--- config.mk ---
export PLATFORM = sky130hd
export DESIGN_NAME = audio_fifo_ctrl
export DESIGN_NICKNAME = d
export VERILOG_FILES = /design/src/rtl/audio_pkg.sv /design/src/rtl/audio_fifo_ctrl.sv
export SDC_FILE = /design/constraint.sdc
export NUM_CORES = 1
export LEC_CHECK = 0
export CORE_ASPECT_RATIO = 0.75
export CORE_MARGIN = 4
export CORE_UTILIZATION = 36
export CTS_CLUSTER_DIAMETER = 50
export DETAILED_ROUTE_END_ITERATION = 8
export PLACE_DENSITY = 0.76
export SYNTH_ARGS = -nofsm -noshare
export SYNTH_HDL_FRONTEND = slang
export SYNTH_SLANG_ARGS = --single-unit
--- constraint.sdc ---
create_clock -name clk -period 2.8 [get_ports clk]
set_clock_uncertainty 0.05 [all_clocks]
set_input_delay 0.84 -clock clk [delete_from_list [all_inputs] [get_ports clk]]
set_output_delay 0.84 -clock clk [all_outputs]
set_load 0.05 [all_outputs]
--- src/rtl/audio_pkg.sv ---
// ============================================================================
// Module      : audio_pkg
// Description : Shared state encoding and default sizing for the audio FIFO path.
// Revision    : 1.0 - initial release
// ============================================================================
`default_nettype none

package audio_pkg;

    localparam int AUDIO_DATA_WIDTH = 32;
    localparam int AUDIO_DEPTH      = 256;

    typedef enum logic [2:0] {
        ST_IDLE     = 3'd0,
        ST_PREFILL  = 3'd1,
        ST_RUN      = 3'd2,
        ST_FETCH    = 3'd3,
        ST_UNDERRUN = 3'd4
    } audio_state_t;

endpackage

`default_nettype wire

--- src/rtl/audio_fifo_ctrl.sv ---
// ============================================================================
// Module      : audio_fifo_ctrl
// Description : Gates producer writes into the sample FIFO, mirrors its level and
//               paces reads at the audio tick rate through a prefill/run FSM.
// Revision    : 1.0 - initial release
// ============================================================================
`default_nettype none

module audio_fifo_ctrl
    import audio_pkg::*;
#(
    parameter int DATA_WIDTH    = AUDIO_DATA_WIDTH,
    parameter int DEPTH         = AUDIO_DEPTH,
    parameter int ADDR_WIDTH    = $clog2(DEPTH),
    parameter int PREFILL_LEVEL = 128,
    parameter int LOW_WATERMARK = 64
) (
    input  logic                  clk,
    input  logic                  rst,
    input  logic                  enable,
    input  logic                  src_valid,
    input  logic [DATA_WIDTH-1:0] src_data,
    output logic                  src_ready,
    output logic                  fifo_wr_en,
    output logic [DATA_WIDTH-1:0] fifo_wr_data,
    input  logic                  fifo_full,
    output logic                  fifo_rd_en,
    input  logic [DATA_WIDTH-1:0] fifo_rd_data,
    input  logic                  fifo_empty,
    input  logic                  sample_tick,
    output logic [DATA_WIDTH-1:0] sample_out,
    output logic                  sample_valid,
    output logic                  refill_req,
    output logic [15:0]           underrun_cnt,
    output logic                  tick_miss,
    output logic [2:0]            state_o
);

    localparam int                 c_lvl_w       = ADDR_WIDTH + 1;
    localparam logic [c_lvl_w-1:0] c_full_lvl    = c_lvl_w'(DEPTH);
    localparam logic [c_lvl_w-1:0] c_prefill_lvl = c_lvl_w'(PREFILL_LEVEL);
    localparam logic [c_lvl_w-1:0] c_low_lvl     = c_lvl_w'(LOW_WATERMARK);

    audio_state_t          r_state;
    logic [c_lvl_w-1:0]    r_level;
    logic [DATA_WIDTH-1:0] r_sample_out;
    logic                  r_sample_valid;
    logic                  r_refill_req;
    logic [15:0]           r_underrun_cnt;
    logic                  r_tick_miss;

    logic w_can_read;
    logic w_rd_en;

    assign src_ready    = !fifo_full && (r_level != c_full_lvl);
    assign fifo_wr_en   = src_valid && src_ready;
    assign fifo_wr_data = src_data;

    // Read strobe is issued in the tick cycle itself so the FIFO's registered
    // data is ready for FETCH on the next cycle (tick -> sample_valid = 2 cycles).
    assign w_can_read = (r_level != '0) && !fifo_empty;
    assign w_rd_en    = (r_state == ST_RUN) && enable && sample_tick && w_can_read;
    assign fifo_rd_en = w_rd_en;

    always_ff @(posedge clk or posedge rst) begin
        if (rst) begin
            r_level <= '0;
        end else begin
            case ({fifo_wr_en, w_rd_en})
                2'b10:   r_level <= r_level + 1'b1;
                2'b01:   r_level <= r_level - 1'b1;
                default: r_level <= r_level;
            endcase
        end
    end

    always_ff @(posedge clk or posedge rst) begin
        if (rst) begin
            r_state        <= ST_IDLE;
            r_sample_out   <= '0;
            r_sample_valid <= 1'b0;
            r_refill_req   <= 1'b0;
            r_underrun_cnt <= '0;
            r_tick_miss    <= 1'b0;
        end else begin
            r_sample_valid <= 1'b0;
            r_refill_req   <= enable && (r_level < c_low_lvl);
            case (r_state)
                ST_IDLE: begin
                    if (enable) r_state <= ST_PREFILL;
                end
                ST_PREFILL: begin
                    if (!enable)                      r_state <= ST_IDLE;
                    else if (r_level >= c_prefill_lvl) r_state <= ST_RUN;
                end
                ST_RUN: begin
                    if (!enable)                        r_state <= ST_IDLE;
                    else if (sample_tick && w_can_read) r_state <= ST_FETCH;
                    else if (sample_tick)               r_state <= ST_UNDERRUN;
                end
                ST_FETCH: begin
                    r_sample_out   <= fifo_rd_data;
                    r_sample_valid <= 1'b1;
                    // Only one read may be in flight, so a tick here is lost.
                    if (sample_tick) r_tick_miss <= 1'b1;
                    r_state <= enable ? ST_RUN : ST_IDLE;
                end
                ST_UNDERRUN: begin
                    r_sample_out   <= '0;
                    r_sample_valid <= 1'b1;
                    if (r_underrun_cnt != 16'hFFFF) r_underrun_cnt <= r_underrun_cnt + 16'd1;
                    r_state <= enable ? ST_PREFILL : ST_IDLE;
                end
                default: r_state <= ST_IDLE;
            endcase
        end
    end

    assign sample_out   = r_sample_out;
    assign sample_valid = r_sample_valid;
    assign refill_req   = r_refill_req;
    assign underrun_cnt = r_underrun_cnt;
    assign tick_miss    = r_tick_miss;
    assign state_o      = r_state;

endmodule

`default_nettype wire
=== After elaboration in Yosys (flattened, before gate mapping) ===
Cells that the tools add are included.

* Register bits: 63
* Input bits: 71
* Output and inout port bits: 89

* Reductions and logical operators: 18
* Muxes and demuxes: 12
* Add/sub/neg operators: 3
* $lt $le $gt $ge: 2
* Equal/unequal tests: 11

{| class="wikitable"
|+ Operators by type and width
! cell !! number
|-
| $pmux W32 S2 || 1
|-
| $mux W3 || 6
|-
| $pmux W9 S2 || 1
|-
| $add A16 B1 Y16 const B || 1
|-
| $ne A16 B16 Y1 const B || 1
|-
| $pmux W3 S5 || 1
|-
| $add A9 B1 Y9 const B || 1
|-
| $ge A9 B8 Y1 const B || 1
|-
| $lt A9 B7 Y1 const B || 1
|-
| $ne A9 B9 Y1 const B || 1
|-
| $reduce_bool A9 Y1 || 1
|-
| $sub A9 B1 Y9 const B || 1
|-
| $logic_and A1 B1 Y1 || 8
|-
| $eq A3 B2 Y1 const B || 2
|-
| $ne A4 B3 Y1 const B || 1
|-
| $reduce_and A2 Y1 || 2
|-
| $reduce_bool A2 Y1 || 2
|-
| $eq A3 B1 Y1 const B || 1
|-
| $eq A3 B3 Y1 const B || 1
|-
| $logic_not A3 Y1 || 1
|-
| $ne A3 B3 Y1 const B || 1
|-
| $reduce_and A3 Y1 || 1
|-
| $eq A2 B1 Y1 const B || 1
|-
| $eq A2 B2 Y1 const B || 1
|-
| 5 further kinds || 7
|}

=== Depth between registers and ports, before layout ===
Gate-level depths: netlist of the first run.

* Depth in word-level cells: 6
* Gate-level depth with buffers: 11
* Depth with buffers taken out: 11

=== Worst setup path after synthesis of the first run ===
No wires, ideal clock.

* Path kind: register to register
* Start point: register r_state[1] (netlist: state_o[1])
* End point: register r_level[6]
* Slack: -1.044 ns
* Stages on the path, launching flop included: 10
* Data arrival time: 3.699 ns
* Period minus slack after synthesis: 3.844 ns
* Buffers on the path: 0
* Required time: 2.654 ns
* Setup time: 0.096 ns
* Cells stage by stage: dfrtp_1 nand2b_1 nor4b_2 ha_1 ha_1 a21oi_1 a21boi_0 o21a_1 o21a_1 o31ai_1

* Word-level cells in the longest chain between the ends: 6
* Elaborated cells on any way between the ends: 8
* Classes of those cells: 3 x eq/ne; 1 x mux; 4 x reduce/logical

{| class="wikitable"
|+ RTL lines
! what !! RTL line !! source
|-
| start: declaration || audio_fifo_ctrl.sv:44 || <nowiki>audio_state_t r_state;</nowiki>
|-
| start signal: assignment || audio_fifo_ctrl.sv:106 || <nowiki>r_state <= enable ? ST_RUN : ST_IDLE;</nowiki>
|-
| start signal: assignment || audio_fifo_ctrl.sv:112 || <nowiki>r_state <= enable ? ST_PREFILL : ST_IDLE;</nowiki>
|-
| $eq A3 B2 Y1 * || audio_fifo_ctrl.sv:62 || <nowiki>assign w_rd_en = (r_state == ST_RUN) && enable && sample_tick && w_can_read;</nowiki>
|-
| $logic_and A1 B1 Y1 * (3 in series) || audio_fifo_ctrl.sv:62 ||
|-
| named net fifo_rd_en || audio_fifo_ctrl.sv:27 || <nowiki>output logic fifo_rd_en,</nowiki>
|-
| $eq A2 B1 Y1 or $eq A2 B2 Y1 (tied branches) || audio_fifo_ctrl.sv:69 || <nowiki>case ({fifo_wr_en, w_rd_en})</nowiki>
|-
| $pmux W9 S2 or $reduce_bool A2 Y1 (tied branches) || - ||
|-
| end signal: assignment || audio_fifo_ctrl.sv:70 || <nowiki>2'b10: r_level <= r_level + 1'b1;</nowiki>
|-
| end signal: assignment || audio_fifo_ctrl.sv:71 || <nowiki>2'b01: r_level <= r_level - 1'b1;</nowiki>
|-
| end signal: assignment || audio_fifo_ctrl.sv:72 || <nowiki>default: r_level <= r_level;</nowiki>
|-
| end: declaration || audio_fifo_ctrl.sv:45 || <nowiki>logic [c_lvl_w-1:0] r_level;</nowiki>
|}

The timed path passes the listed nets; every way through them passes the cells marked *.
A chain may end at the register's enable or synchronous reset.

=== Worst setup path after layout of the first run ===
* Start point: register r_level[0]
* End point: register r_level[6]

* Word-level cells in the longest chain between the ends: 5
* Elaborated cells on any way between the ends: 12
* Classes of those cells: 2 x add/sub; 3 x eq/ne; 1 x mux; 6 x reduce/logical

{| class="wikitable"
|+ RTL lines
! what
|-
| branches (longest 5 deep; another with $sub A9 B1 Y9)
|}

Parallel ways; which one is timed is not known.

==> results of run 1 <==
repair_timing:
action,CTS,global route
hold buffers,0,0
resized for setup,21,13
pin swaps,9,6
setup endpoints to repair,8,8
cloned,0,0
setup buffers,5,1
metal layers:
layer  global-route usage, %  vias to the layer above  routed length, µm
met2                    27.9                       96               3940
met1                    20.8                     1205               3570
met4                    5.54                        0                168
li1                        -                     1173                  -
met5                       0                        -                  0
met3                    5.66                       21                610
final cells by class:
type / instances / area [µm²] / share of cell area, %
Antenna cell: 1 / 2.50 / 0.0517
Clock buffer: 10 / 229 / 4.73
Clock inverter: 6 / 83.8 / 1.73
Inverter: 7 / 26.3 / 0.542
Multi-Input combinational cell: 163 / 1490 / 30.8
Sequential cell: 63 / 1580 / 32.6
Tap cell: 105 / 131 / 2.71
Timing Repair Buffer: 135 / 1300 / 26.9
worst max-delay path: cells and delay by family, from the launching register on:
kind            cells  cell delay [ps]
fa+ha+maj           2              650
compound gates      4              630
flops               1              380
buf+inv             1              140
simple gates        5             1010
final timing paths:
| path | slack [ps] | depth (start not counted) | to | from |
|---|---|---|---|---|
| worst max-delay path | -140 | 12 | r_level[6] | r_level[0] |
| worst min register to register | 400 | 1 | tick_miss | tick_miss |
| worst max register to register | -140 | 12 | r_level[6] | r_level[0] |
| worst min-delay path | 400 | 1 | tick_miss | tick_miss |
| min in group asynchronous | 870 | 3 | sample_out[20] | rst |
| max in group asynchronous | 1550 | 3 | state_o[1] | rst |
per-stage QoR:
| step | std cells | worst slack [ps] | hold slack (ps) | util (%) | area [µm²] |
|---|---|---|---|---|---|
| final | 490 | -138 | 401 | 59.6 | 4840 |
| after global routing | 490 | -233 | 426 | 59.6 | 4840 |
| after CTS | 488 | -120 | 404 | 58.6 | 4770 |
| after detailed placement | 467 | -556 | 394 | 53.0 | 4310 |
| after global placement | 467 | -491 | 394 | 53.0 | 4310 |
| after floorplan | 274 | -329 | 406 | - | 3210 |
cell usage in the layout (no fill, tap or decap), types with 3 or more instances in the layout:
master and instances:
xor2_1 4, buf_6 3, dlygate4sd2_1 3, nand3_1 8
nand3_2 3, clkdlybuf4s50_1 89, ha_4 8, buf_12 4
dfrtp_1 62, a21o_1 5, clkinv_2 3, inv_1 6
clkbuf_16 9, o21a_1 3, nor3_1 6, nand2b_1 3
and3_1 4, nand2_1 13, xnor2_1 15, buf_4 36
nor2_1 9, a22o_1 32
cell families (layout without fill, tap and decap cells):
logic type | count (synthesis) | count (layout)
simple gates | 73 | 73
flops | 63 | 63
compound gates | 59 | 59
buf+inv | 48 | 158
xor+xnor | 19 | 19
fa+ha+maj | 10 | 10
mux | 2 | 2
other cells | 0 | 1
state kept, by name, indices dropped and copies added, names as in the netlist:
name / cells
r_level: 9
refill_req: 1
sample_out: 32
sample_valid: 1
state_o: 3
tick_miss: 1
underrun_cnt: 16
power by group:
part	internal [µW]	switching, µW	total (µW)
logic	1100	1590	2680
registers	1240	212	1450
clock network	777	398	1180
cell usage after synthesis, types with 3 or more instances:
cell / n / area (µm²)
a22o_1: 32 / 280
nand3_1: 12 / 60.1
buf_4: 32 / 240
a21o_1: 5 / 37.5
o21ai_0: 3 / 15.0
clkbuf_1: 7 / 26.3
and3_1: 5 / 31.3
nand2b_1: 3 / 18.8
nor4b_1: 3 / 26.3
nor2_1: 13 / 48.8
dfrtp_1: 63 / 1580
xor2_1: 4 / 35.0
nand2_1: 15 / 56.3
o21a_1: 3 / 22.5
inv_1: 7 / 26.3
xnor2_1: 15 / 131
nor3_1: 7 / 35.0
ha_1: 9 / 113
a21oi_1: 6 / 30.0
==> impl_metrics.ini, run 1 <==
[logic_synthesis]
netlist_instances = 274
synth_top_family_by_area = compound AO/OA/AOI/OAI gates
synthArstFlopShare_pct = 100
synth-seq-cells = 63
synth_fa_ha_area_share_pct = 4.29
synth_edf_count = 0
synth_cell_type_count = 44
synth_compound_area_share_pct = 15.1
syn_nets = 355
netlist_area_um2 = 3090
seq_area_frac_synth_pct = 51.1
muxShareOfSynthArea_pct = 0.851
synth_area_per_cell_um2 = 11.3
synth_xor_area_share_pct = 5.39
yosysWarningCount = 0
synth-simple-area-share_pct = 13.4
ys.flop_type = dfrtp_1

[global_routing]
grt_first_pass_wirelength_um = 13400
grt_usage_pct = 16.8
grt_overflow = 0
grt_pass1_vias = 2691
grt_antenna_before_repair = 1
grt_start_max_net_pins = 64

[setup_path]
critPathSlowestCell = or4_4
max_stage_delay_ps = 550
crit_type = reg2reg
arrival_ps = 3110
critPathLaunchType = register
path_cells = or4_4, nor3_2, buf_4, nor2_4, nor4b_4, ha_4, fa_2, nand3_4, a21boi_2, o21a_1, o21a_1, o31ai_1
cp_max_fo = 8
cp_common_cell = o21a_1
crit_required_ps = 2970
endpoint_kind = register

[clock_tree]
cts_max_level = 3
insertion_delay_ps = 320
clockRootBuffer = clkbuf_16
clk_path_buf_depth = 2
cts_tree = built
cts_inserted_buffers = 9
path_clk_slew_ps = 60
cts.sinks = 63

[power]
finalPower_uw = 5310
power.density_nw_per_um2 = 1100
cellLeakagePower_uw = 0.00213
peakVddDrop_uv = 745

[sta]
slew_headroom_pct = 64.6
post-route-period-util_pct = 105
drv_slew = 0
rsz0062_at_grt = true
clock.fmax_mhz = 340
fin_ws_ps = -138
finalHoldViolCount = 0
setup_viol = 5
fin_crit_ps = 2940
worstMarginPinSlew_ps = 530
tns_ps = -541

[cells_and_area]
fillers = 677
final_nets = 460
syn_to_final_growth_pct = 56.8
drive_above_1_share_pct = 26.8

[run]
drv_cap = 0

[floorplan]
ioPinCount = 160
row_count = 28
die_area_um2 = 10100
coreArea_um2 = 8130
dieWidth_um = 115
initial_utilization_pct = 38.0
fp.dieH_um = 88.2

[detailed_routing]
wirelength_um = 8290
first_pass_iters = 4
wl_per_cell_um = 16.9
vias = 2495
drc = 0
drtAntennaViolNets = 0
drt_iter0_drc = 132
via_per_inst = 5.09

[outcome]
violations = negative setup slack
status = finished, violations left

[placed_design]
hpwlAfterDp_um = 5630
io_buffers = 95
gp_congestion = 0.867

[min_path]
min_path_type = reg2reg
No activity file was read; power rests on OpenSTA's default activity.
==> run 2: changes to the inputs <==
Settings changed: ABC_AREA set to 1, CORE_UTILIZATION 36 to 38.
==> impl_metrics.ini, run 2 <==
[logic_synthesis]
synth_most_common_cell = nand2_1
ys.flop_type = dfrtp_1
ys_top_cells_by_area = dfrtp_1, nand2_1, buf_4
synth-seq-cells = 63
synth_edf_count = 0
netlist_instances = 465
synth_area_per_cell_um2 = 7.69
synth_area_leader_cell = dfrtp_1
yosysWarningCount = 0
seq_area_frac_synth_pct = 44.1
syn_nets = 546
synthArstFlopShare_pct = 100
synth_top_area_share_pct = 44.1
synth_cell_type_count = 32
synth_common_cells = nand2_1, dfrtp_1, inv_1
netlist_area_um2 = 3580

[run]
drv_cap = 0

[global_routing]
grt_usage_pct = 16.8
grtUsageMet1_pct = 19.3
grt.busiest_layer = met2
met3_usage_pct = 6.84
grt_overflow = 0
grt_first_pass_wirelength_um = 14900
grt_antenna_before_repair = 1
grt_start_max_net_pins = 40
grt_pass1_vias = 3214
use_met2_pct = 27.5

[power]
cellLeakagePower_uw = 0.00253
power.density_nw_per_um2 = 1010
peakVddDrop_uv = 728

[cells_and_area]
mostFrequentLayoutCell = nand2_1
layout_common_cells = nand2_1, clkdlybuf4s50_1, dfrtp_1, inv_1, nand3_1
multiInputGateArea_um2 = 1560
final_nets = 635
ff_latch_area_um2 = 1580
largest_reg_flops = 32
drive_above_1_share_pct = 13.6
diodes = 0
fillers = 795
syn_to_final_growth_pct = 41.3
finalNonFillerCells = 686
fin_area_um2 = 5050

[clock_tree]
hold_buffers = 0
clockRootBuffer = clkbuf_16
cts_tree = built
path_clk_slew_ps = 60
cts.sinks = 63
cts_inserted_buffers = 9
cts_max_level = 3
clk_path_buf_depth = 2
insertion_delay_ps = 330

[setup_path]
cp_common_cell = nor2_2
max_stage_delay_ps = 210
critPathSlowestCell = clkdlybuf4s15_1
cp_max_fo = 2
crit_required_ps = 1910
arrival_ps = 1880
endpoint_kind = output port
path_cells = clkdlybuf4s15_1, inv_2, nor2_2, nand2_1, nor2_2, nand3_4, clkinvlp_4, buf_4, buf_12
critPathLaunchType = input pin
crit_type = in2out

[sta]
fin_crit_ps = 2770
fin_hold_ws_ps = 445
slew_headroom_pct = 52.2
setup_viol = 0
fin_ws_ps = 25.7
drv_slew = 0
finalHoldViolCount = 0
worstMarginPinSlew_ps = 718
clock.fmax_mhz = 360
post-route-period-util_pct = 99.1

[detailed_routing]
wirelength_um = 9000
drc = 0
drtAntennaViolNets = 0
first_pass_iters = 4
via_per_inst = 4.67
vias = 3206
drt_iter0_drc = 238
wl_per_cell_um = 13.1

[placed_design]
dpl-instance-area_um2 = 4610
place_ws_ps = -412
hpwlAfterDp_um = 6400
gp_congestion = 0.868
io_buffers = 95
placed_cells = 661

[floorplan]
fp.dieH_um = 92.0
dieWidth_um = 120
coreArea_um2 = 9120
row_count = 30
die_area_um2 = 11000
initial_utilization_pct = 39.2
ioPinCount = 160

[outcome]
status = completed

[min_path]
min_path_type = reg2reg
## run 2: final timing paths
check	cells after the start	slack, ps	from	to
worst max-delay path	9	30	enable	fifo_rd_en
worst min-delay path	1	440	tick_miss	tick_miss
worst max register to register	15	110	r_level[2]	r_level[4]
worst min register to register	1	440	tick_miss	tick_miss
max in group asynchronous	3	1430	rst	sample_out[30]
min in group asynchronous	2	740	rst	r_level[7]
## run 2: where the power goes
group | switching [µW] | internal [µW]
Clock | 381 | 726
Sequential | 259 | 1240
Combinational | 1580 | 894
Total | 2220 | 2860
## run 2: cells by family after synthesis
kind of cell | after synthesis | synth area share [%]
and+or+nand+nor | 228 | 27.7
DFF | 63 | 44.1
AOI/OAI and AO/OA | 44 | 6.40
xor gates and xnor gates | 12 | 2.94
adders and majority gates | 10 | 3.71
buffers and inverters | 108 | 15.1
## run 2: cell type report
class / count / share of cell area (%)
Timing Repair Buffer: 123 / 24.0
Inverter: 63 / 4.76
Clock inverter: 4 / 0.892
Multi-Input combinational cell: 294 / 30.9
Sequential cell: 63 / 31.2
Tap cell: 128 / 3.17
Clock buffer: 11 / 5.00
## run 2: critical path, delay by kind of cell
kind | cells | cell delay [ps]
and+or+nand+nor | 4 | 440
buffers and inverters | 5 | 610
## run 2: per-stage QoR
step	power [µW]	setup TNS, ps	utilization [%]
2_1_floorplan	3180	0	-
3_3_place_gp	3870	-1750	50.5
3_5_place_dp	3930	-2790	50.5
4_1_cts	5070	0	54.1
5_1_grt	5370	-6.14	55.4
6_report	5080	0	55.4
## run 2: routing by layer
layer  vias up  routed length [µm]
li1       1602                   -
met1      1486                3860
met2        86                4330
met3        30                 573
met4         2                 226
met5         -                  13
## run 2: timing repair
item,4_1_cts,5_1_grt
pin swaps,3,7
setup buffers,3,7
endpoints found under the setup margin,6,7
gates resized for setup,3,16
